`src/rtl/tetris_pkg.sv`:
```
// Shared constants and enums for the falling-piece move controller.
package tetris_pkg;

  localparam int BOARD_W_DEF = 10;
  localparam int BOARD_H_DEF = 20;
  localparam int OFF_W       = 5;

  typedef enum logic [2:0] {
    S_IDLE   = 3'd0,
    S_SHAPE  = 3'd1,
    S_CHK0   = 3'd2,
    S_CHK1   = 3'd3,
    S_CHK2   = 3'd4,
    S_CHK3   = 3'd5,
    S_DECIDE = 3'd6
  } state_t;

  // Values double as bit indices into the pending-request vector.
  typedef enum logic [2:0] {
    REQ_SPAWN  = 3'd0,
    REQ_DROP   = 3'd1,
    REQ_ROTATE = 3'd2,
    REQ_LEFT   = 3'd3,
    REQ_RIGHT  = 3'd4
  } req_t;

endpackage

```
`src/rtl/tetron_bounds_check.sv`:
```
// Adds a signed shaper offset to a candidate pivot and flags cells outside the board.
module tetron_bounds_check
  import tetris_pkg::*;
#(
  parameter int BOARD_W = BOARD_W_DEF,
  parameter int BOARD_H = BOARD_H_DEF
) (
  input  logic [4:0]       cand_row,
  input  logic [3:0]       cand_col,
  input  logic [OFF_W-1:0] voff,
  input  logic [OFF_W-1:0] hoff,
  output logic [4:0]       row,
  output logic [3:0]       col,
  output logic             out_of_range
);

  logic signed [5:0] row_sum;
  logic signed [5:0] col_sum;

  assign row_sum = $signed({1'b0, cand_row}) + $signed({voff[OFF_W-1], voff});
  assign col_sum = $signed({2'b00, cand_col}) + $signed({hoff[OFF_W-1], hoff});

  // Sign bit catches negative coordinates; low bits are the magnitude otherwise.
  assign out_of_range = row_sum[5] | col_sum[5] |
                        (row_sum[4:0] >= 5'(BOARD_H)) |
                        (col_sum[4:0] >= 5'(BOARD_W));

  assign row = row_sum[4:0];
  assign col = col_sum[3:0];

endmodule

```
`src/rtl/tetron_move_ctrl.sv`:
```
// Arbitrates piece move requests, collision-checks the four shaped blocks
// against the board one per cycle, then commits, rejects, locks or fails the spawn.
module tetron_move_ctrl
  import tetris_pkg::*;
#(
  parameter int BOARD_W   = BOARD_W_DEF,
  parameter int BOARD_H   = BOARD_H_DEF,
  parameter int SPAWN_COL = 4,
  parameter int SPAWN_ROW = 1
) (
  input  logic             clk,
  input  logic             rst,
  input  logic             spawn,
  input  logic             req_left,
  input  logic             req_right,
  input  logic             req_rotate,
  input  logic             req_drop,
  output logic             shp_active,
  output logic [2:0]       shp_rotation,
  input  logic [OFF_W-1:0] blk1_voff,
  input  logic [OFF_W-1:0] blk1_hoff,
  input  logic [OFF_W-1:0] blk2_voff,
  input  logic [OFF_W-1:0] blk2_hoff,
  input  logic [OFF_W-1:0] blk3_voff,
  input  logic [OFF_W-1:0] blk3_hoff,
  input  logic [OFF_W-1:0] blk4_voff,
  input  logic [OFF_W-1:0] blk4_hoff,
  output logic             brd_rd_en,
  output logic [4:0]       brd_rd_row,
  output logic [3:0]       brd_rd_col,
  input  logic             brd_rd_data,
  output logic [4:0]       piece_row,
  output logic [3:0]       piece_col,
  output logic [2:0]       piece_rot,
  output logic             piece_valid,
  output logic             busy,
  output logic             lock,
  output logic             spawn_fail,
  output logic [2:0]       dbg_state
);

  // Requests are level-free pulses; each is held in a pending latch until the
  // FSM is back in IDLE. Board reads are strobe/response: data arrives one
  // cycle after brd_rd_en with no back-pressure.

  state_t     state, state_next;
  req_t       cur_req, acc_type;
  logic       accept;
  logic [4:0] pend, pend_next, req_vec;
  logic [4:0] cand_row;
  logic [3:0] cand_col;
  logic [2:0] cand_rot;
  logic       hit, hit_now, rd_pend, lock_evt, in_chk;

  logic [OFF_W-1:0] sel_voff, sel_hoff;
  logic [4:0]       chk_row;
  logic [3:0]       chk_col;
  logic             chk_oor;

  tetron_bounds_check #(
    .BOARD_W (BOARD_W),
    .BOARD_H (BOARD_H)
  ) u_bounds (
    .cand_row     (cand_row),
    .cand_col     (cand_col),
    .voff         (sel_voff),
    .hoff         (sel_hoff),
    .row          (chk_row),
    .col          (chk_col),
    .out_of_range (chk_oor)
  );

  always_comb begin
    state_next = state;
    accept     = 1'b0;
    acc_type   = REQ_SPAWN;
    req_vec    = pend | {req_right, req_left, req_rotate, req_drop, spawn};

    if (state == S_IDLE) begin
      if (!piece_valid) begin
        if (req_vec[REQ_SPAWN]) begin
          accept   = 1'b1;
          acc_type = REQ_SPAWN;
        end
      end else if (req_vec[REQ_DROP]) begin
        accept   = 1'b1;
        acc_type = REQ_DROP;
      end else if (req_vec[REQ_ROTATE]) begin
        accept   = 1'b1;
        acc_type = REQ_ROTATE;
      end else if (req_vec[REQ_LEFT]) begin
        accept   = 1'b1;
        acc_type = REQ_LEFT;
      end else if (req_vec[REQ_RIGHT]) begin
        accept   = 1'b1;
        acc_type = REQ_RIGHT;
      end
    end

    case (state)
      S_IDLE:   if (accept) state_next = S_SHAPE;
      S_SHAPE:  state_next = S_CHK0;
      S_CHK0:   state_next = S_CHK1;
      S_CHK1:   state_next = S_CHK2;
      S_CHK2:   state_next = S_CHK3;
      S_CHK3:   state_next = S_DECIDE;
      S_DECIDE: state_next = S_IDLE;
      default:  state_next = S_IDLE;
    endcase

    sel_voff = blk1_voff;
    sel_hoff = blk1_hoff;
    case (state)
      S_CHK1: begin sel_voff = blk2_voff; sel_hoff = blk2_hoff; end
      S_CHK2: begin sel_voff = blk3_voff; sel_hoff = blk3_hoff; end
      S_CHK3: begin sel_voff = blk4_voff; sel_hoff = blk4_hoff; end
      default: ;
    endcase

    in_chk     = (state == S_CHK0) || (state == S_CHK1) ||
                 (state == S_CHK2) || (state == S_CHK3);
    brd_rd_en  = in_chk && !chk_oor;
    brd_rd_row = brd_rd_en ? chk_row : 5'd0;
    brd_rd_col = brd_rd_en ? chk_col : 4'd0;

    hit_now  = hit | (rd_pend & brd_rd_data);
    lock_evt = (state == S_DECIDE) && hit_now && (cur_req == REQ_DROP);

    pend_next = req_vec;
    if (accept) pend_next[acc_type] = 1'b0;
    if ((accept && acc_type == REQ_SPAWN) || lock_evt || !piece_valid) pend_next = '0;
  end

  always_ff @(posedge clk or posedge rst) begin
    if (rst) begin
      state       <= S_IDLE;
      cur_req     <= REQ_SPAWN;
      pend        <= '0;
      cand_row    <= '0;
      cand_col    <= '0;
      cand_rot    <= '0;
      hit         <= 1'b0;
      rd_pend     <= 1'b0;
      piece_row   <= '0;
      piece_col   <= '0;
      piece_rot   <= '0;
      piece_valid <= 1'b0;
      lock        <= 1'b0;
      spawn_fail  <= 1'b0;
    end else begin
      state      <= state_next;
      pend       <= pend_next;
      lock       <= 1'b0;
      spawn_fail <= 1'b0;

      case (state)
        S_IDLE: begin
          if (accept) begin
            cur_req  <= acc_type;
            hit      <= 1'b0;
            rd_pend  <= 1'b0;
            cand_row <= piece_row;
            cand_col <= piece_col;
            cand_rot <= piece_rot;
            case (acc_type)
              REQ_SPAWN: begin
                cand_row <= 5'(SPAWN_ROW);
                cand_col <= 4'(SPAWN_COL);
                cand_rot <= 3'd0;
              end
              REQ_DROP:   cand_row <= piece_row + 5'd1;
              REQ_ROTATE: cand_rot <= {1'b0, piece_rot[1:0] + 2'd1};
              REQ_LEFT:   cand_col <= piece_col - 4'd1;
              REQ_RIGHT:  cand_col <= piece_col + 4'd1;
              default: ;
            endcase
          end
        end
        S_CHK0, S_CHK1, S_CHK2, S_CHK3: begin
          hit     <= hit_now | chk_oor;
          rd_pend <= brd_rd_en;
        end
        S_DECIDE: begin
          if (!hit_now) begin
            piece_row <= cand_row;
            piece_col <= cand_col;
            piece_rot <= cand_rot;
            if (cur_req == REQ_SPAWN) piece_valid <= 1'b1;
          end else if (cur_req == REQ_DROP) begin
            lock        <= 1'b1;
            piece_valid <= 1'b0;
          end else if (cur_req == REQ_SPAWN) begin
            spawn_fail <= 1'b1;
          end
        end
        default: ;
      endcase
    end
  end

  assign busy         = (state != S_IDLE);
  assign shp_active   = piece_valid | busy;
  assign shp_rotation = busy ? cand_rot : piece_rot;
  assign dbg_state    = state;

endmodule

```
`config.mk`:
```
export PLATFORM = sky130hd
export DESIGN_NAME = tetron_move_ctrl
export DESIGN_NICKNAME = d
export VERILOG_FILES = /design/src/rtl/tetris_pkg.sv /design/src/rtl/tetron_bounds_check.sv /design/src/rtl/tetron_move_ctrl.sv
export SDC_FILE = /design/constraint.sdc
export NUM_CORES = 1
export LEC_CHECK = 0
export ABC_AREA = 0
export CORE_MARGIN = 3
export CORE_UTILIZATION = 25
export CTS_CLUSTER_SIZE = 8
export DETAILED_ROUTE_END_ITERATION = 8
export GPL_ROUTABILITY_DRIVEN = 0
export GPL_TIMING_DRIVEN = 1
export HOLD_SLACK_MARGIN = 0.05
export PLACE_DENSITY = 0.55
export REMOVE_ABC_BUFFERS = 1
export SLEW_MARGIN = 20
export SYNTH_ARGS = -nofsm -noshare
export SYNTH_HDL_FRONTEND = slang
export SYNTH_SLANG_ARGS = --single-unit
```
`constraint.sdc`:
```
create_clock -name clk -period 5.9 [get_ports clk]
set_input_delay 0.885 -clock clk [delete_from_list [all_inputs] [get_ports clk]]
set_output_delay 0.885 -clock clk [all_outputs]
set_load 0.01 [all_outputs]
```
==> impl_metrics.csv <==
group,metric,value,unit
status,outcome,"complete, no violations",
hold_path,hp-start,"cur_req[0]",
cts,clockBufferDepth,2,
logic_synthesis,syn-cell-area,2750,um2
logic_synthesis,yosysTopAreaCellShare,36.4,%
critical_path,critPathKind,"primary input to output pin",
critical_path,critPathMaxFanout,2,
logic_synthesis,synth-seq-cells,40,
power_and_ir_drop,p_seq_share,29.6,%
grt,antenna_found_initial,0,
routing,drcViolationCount,0,
grt,overflow,0,
power_and_ir_drop,p_clk_share,12.5,%
routing,ant_nets,0,
grt,grt_pass1_wl,12600,um
timing,drv_slew,0,
timing,max_slew.worst_pin.slew,0.948,ns
die,die-area,12300,um2
flow_run,maxCapViolCount,0,
cells_and_area,final_area,3790,um2
cts,cts.sinks,40,
power_and_ir_drop,ir_worst_vdd,0.162,mV
logic_synthesis,synth_area_leaders,"dfrtp_1, mux2i_1, mux2_2",
power_and_ir_drop,total_power,0.00148,W
power_and_ir_drop,power.leakage,1.71,nW
die,initial_core_util,26.2,%
cells_and_area,syn_to_final_growth,37.7,%
cells_and_area,fill_cells,1115,
timing,finalCriticalPeriod,4.87,ns
power_and_ir_drop,switchingPower,0.000646,W
hold_path,min_to,"cur_req[0]",
routing,vias,2377,
logic_synthesis,yosysTopAreaCell,"dfrtp_1",
critical_path,critPathLaunchType,"primary input",
routing,dr.pass1.iters,4,
critical_path,crit_path_max_incr_delay,0.49,ns
timing,skew,0.00606,ns
logic_synthesis,syn_inst,289,
die,core_area,10500,um2
cells_and_area,num_antenna_cells,0,
critical_path,arrival,3.98,ns
timing,hold_viol,0,
logic_synthesis,synth_seq_area_share,36.4,%
critical_path,r2r-end,"cand_col[3]",
timing,relSlewSlack,36.8,%
placed_design,dp.final_hpwl,5560,um
cts,ctsResizeCount,0,
logic_synthesis,syn_avg_cell_area,9.51,um2
critical_path,crit_buf_inv,3,
cells_and_area,drive_gt1_share,9.97,%
placed_design,placed_cell_area,3700,um2
die,die_y,111,um
hold_path,hold-path-cell-count,2,
cts,tritoncts,"yes",
cts,cts_setup_buffers,0,
power_and_ir_drop,power_density,391,nW/um2
cts,clk_latency,0.29,ns
timing,max_freq,206,MHz
logic_synthesis,ys.flop_type,"dfrtp_1",
power_and_ir_drop,p_int,0.000836,W
logic_synthesis,synth.distinct_cells,50,
critical_path,rr_worst_depth,10,
critical_path,r2r_slack,2.42,ns
die,die_w,111,um
routing,routed_wl,7340,um
cts,cts.clk_slew.worst_paths,0.07,ns
placed_design,port_buffers,80,
routing,vias_per_cell,4.69,
logic_synthesis,yosysMostFrequentCell,"dfrtp_1",
timing,timing.hold.ws,0.513,ns
cts,ctsHoldBuffers,0,
grt,grt_max_degree,41,
timing,finalSetupTns,0,ns
logic_synthesis,ys_warn_count,0,
routing,drt_iter0_drc,108,
routing,wl_per_cell,14.5,um
critical_path,r2r-start,"dbg_state[2]",
grt,track_usage,12.3,%
placed_design,dpl.cell_count,499,
timing,setup_viol,0,
cells_and_area,finalNonFillerCells,507,
cts,numCtsBuffers,5,
timing,period_share,82.5,%
critical_path,crit_required,5.02,ns
die,io_pins,81,
hold_path,hp-class,"flip-flop to flip-flop",
die,rows,37,
power_and_ir_drop,switching_share,43.6,%
critical_path,cpMaxStageDelayCell,"clkdlybuf4s50_1",
critical_path,worstPathCellList,"clkdlybuf4s50_1 > mux2i_1 > o21ai_0 > nand2_1 > o21ai_0 > ha_1 > inv_1 > fa_1 > nand2b_1 > a21oi_1 > xor2_1 > o21ai_0 > and3_1 > and4b_1 > clkdlybuf4s50_1",
grt,grt_pass1_vias,2420,
logic_synthesis,synth-edff-count,0,
timing,rsz0062_at_grt,"no",
cts,htree_levels,2,
logic_synthesis,synth_common_cells,"dfrtp_1, nand2_1, o21ai_0, nor2_1, mux2i_1",
cts,clockRootBuffer,"clkbuf_8",
critical_path,cpLargestDelayFamily,"buffers and inverters",
critical_path,critPathMostFrequentCell,"o21ai_0",
cells_and_area,final_nets,434,
logic_synthesis,ys_async_sr_fraction,100,%
power_and_ir_drop,power_frac_comb,57.8,%
critical_path,worstSetupEndpointType,"output pin",
-- cells by family after synthesis --
logic type | share of synthesized area [%]
mux | 13.5
simple gates | 18.2
compound gates | 15.7
xor+xnor | 3.78
fa+ha+maj | 8.10
buf+inv | 4.32
flops | 36.4
-- layer usage --
layer / part of all wire (%) / routed length [um] / vias up / GRT usage (%)
met5: 0 / 0 / - / 0
met4: 0.54 / 40 / 0 / 2.46
met3: 6.3 / 462 / 5 / 3.22
met2: 43 / 3160 / 77 / 19.1
met1: 50 / 3670 / 1103 / 17.2
li1: - / - / 1192 / -
-- cell usage in the layout, fill, tap and decap left out, drive strengths merged, types with 2 or more instances in the layout --
master / netlist / layout
clkdlybuf4s50: 0 / 80
dfrtp: 40 / 40
nand2: 40 / 40
o21ai: 26 / 26
nor2: 22 / 22
mux2i: 19 / 19
inv: 16 / 16
mux2: 16 / 16
ha: 13 / 13
a21oi: 10 / 10
nor3: 8 / 8
clkbuf: 4 / 8
nand2b: 7 / 7
nand3: 7 / 7
xnor2: 6 / 6
xor2: 5 / 5
a22o: 4 / 4
buf: 6 / 4
a211oi: 4 / 4
a21o: 3 / 3
and3: 3 / 3
a221o: 3 / 3
fa: 3 / 3
nand4: 3 / 3
o21bai: 2 / 2
nor2b: 2 / 2
a22oi: 2 / 2
-- worst min-delay path, stage by stage, from the launching register on --
cell     delay, ns
dfrtp_1       0.36
nand2_1       0.05
nand2_1       0.06
-- power groups by stage --
stage | combinational (W) | sequential [W] | clock, W
2_1_floorplan | 0.000536 | 0.000463 | 0
3_3_place_gp | 0.000861 | 0.000443 | 0
3_5_place_dp | 0.000867 | 0.000446 | 0
4_1_cts | 0.000875 | 0.000441 | 0.000191
5_1_grt | 0.000970 | 0.000458 | 0.000207
6_report | 0.000857 | 0.000439 | 0.000186
-- cell type report --
class / count / area (um2) / share of cell area, %
Inverter: 16 / 60.1 / 1.59
Timing Repair Buffer: 84 / 831 / 21.9
Tap cell: 136 / 170 / 4.49
Multi-Input combinational cell: 223 / 1630 / 43.2
Sequential cell: 40 / 1000 / 26.4
Clock buffer: 8 / 90.1 / 2.38
-- stage by stage --
step | utilization [%] | setup WS, ns
global route | 36.0 | 0.701
detailed placement | 35.2 | 1.02
global placement | 35.2 | 1.05
finish | 36.0 | 1.03
floorplan | - | 1.93
CTS | 36.0 | 1.00
-- worst max-delay path by stage --
stage	startpoint	end	cells past startpoint
floorplan	dbg_state[1]	brd_rd_row[3]	12
global placement	blk4_hoff[0]	brd_rd_row[2]	13
detailed placement	blk3_voff[0]	brd_rd_row[2]	14
CTS	blk3_voff[0]	brd_rd_row[0]	14
global route	blk3_voff[1]	brd_rd_row[0]	13
finish	blk3_voff[0]	brd_rd_row[3]	15
-- registers in the layout, summed over array words and instances (netlist names) --
name and cells:
pend 5, cand_rot 3, piece_rot 3, cur_req 3, spawn_fail 1, cand_row 5
piece_col 4, hit 1, cand_col 4, dbg_state 3, rd_pend 1, piece_row 5
lock 1, piece_valid 1
No activity file was read; power rests on OpenSTA's default activity.
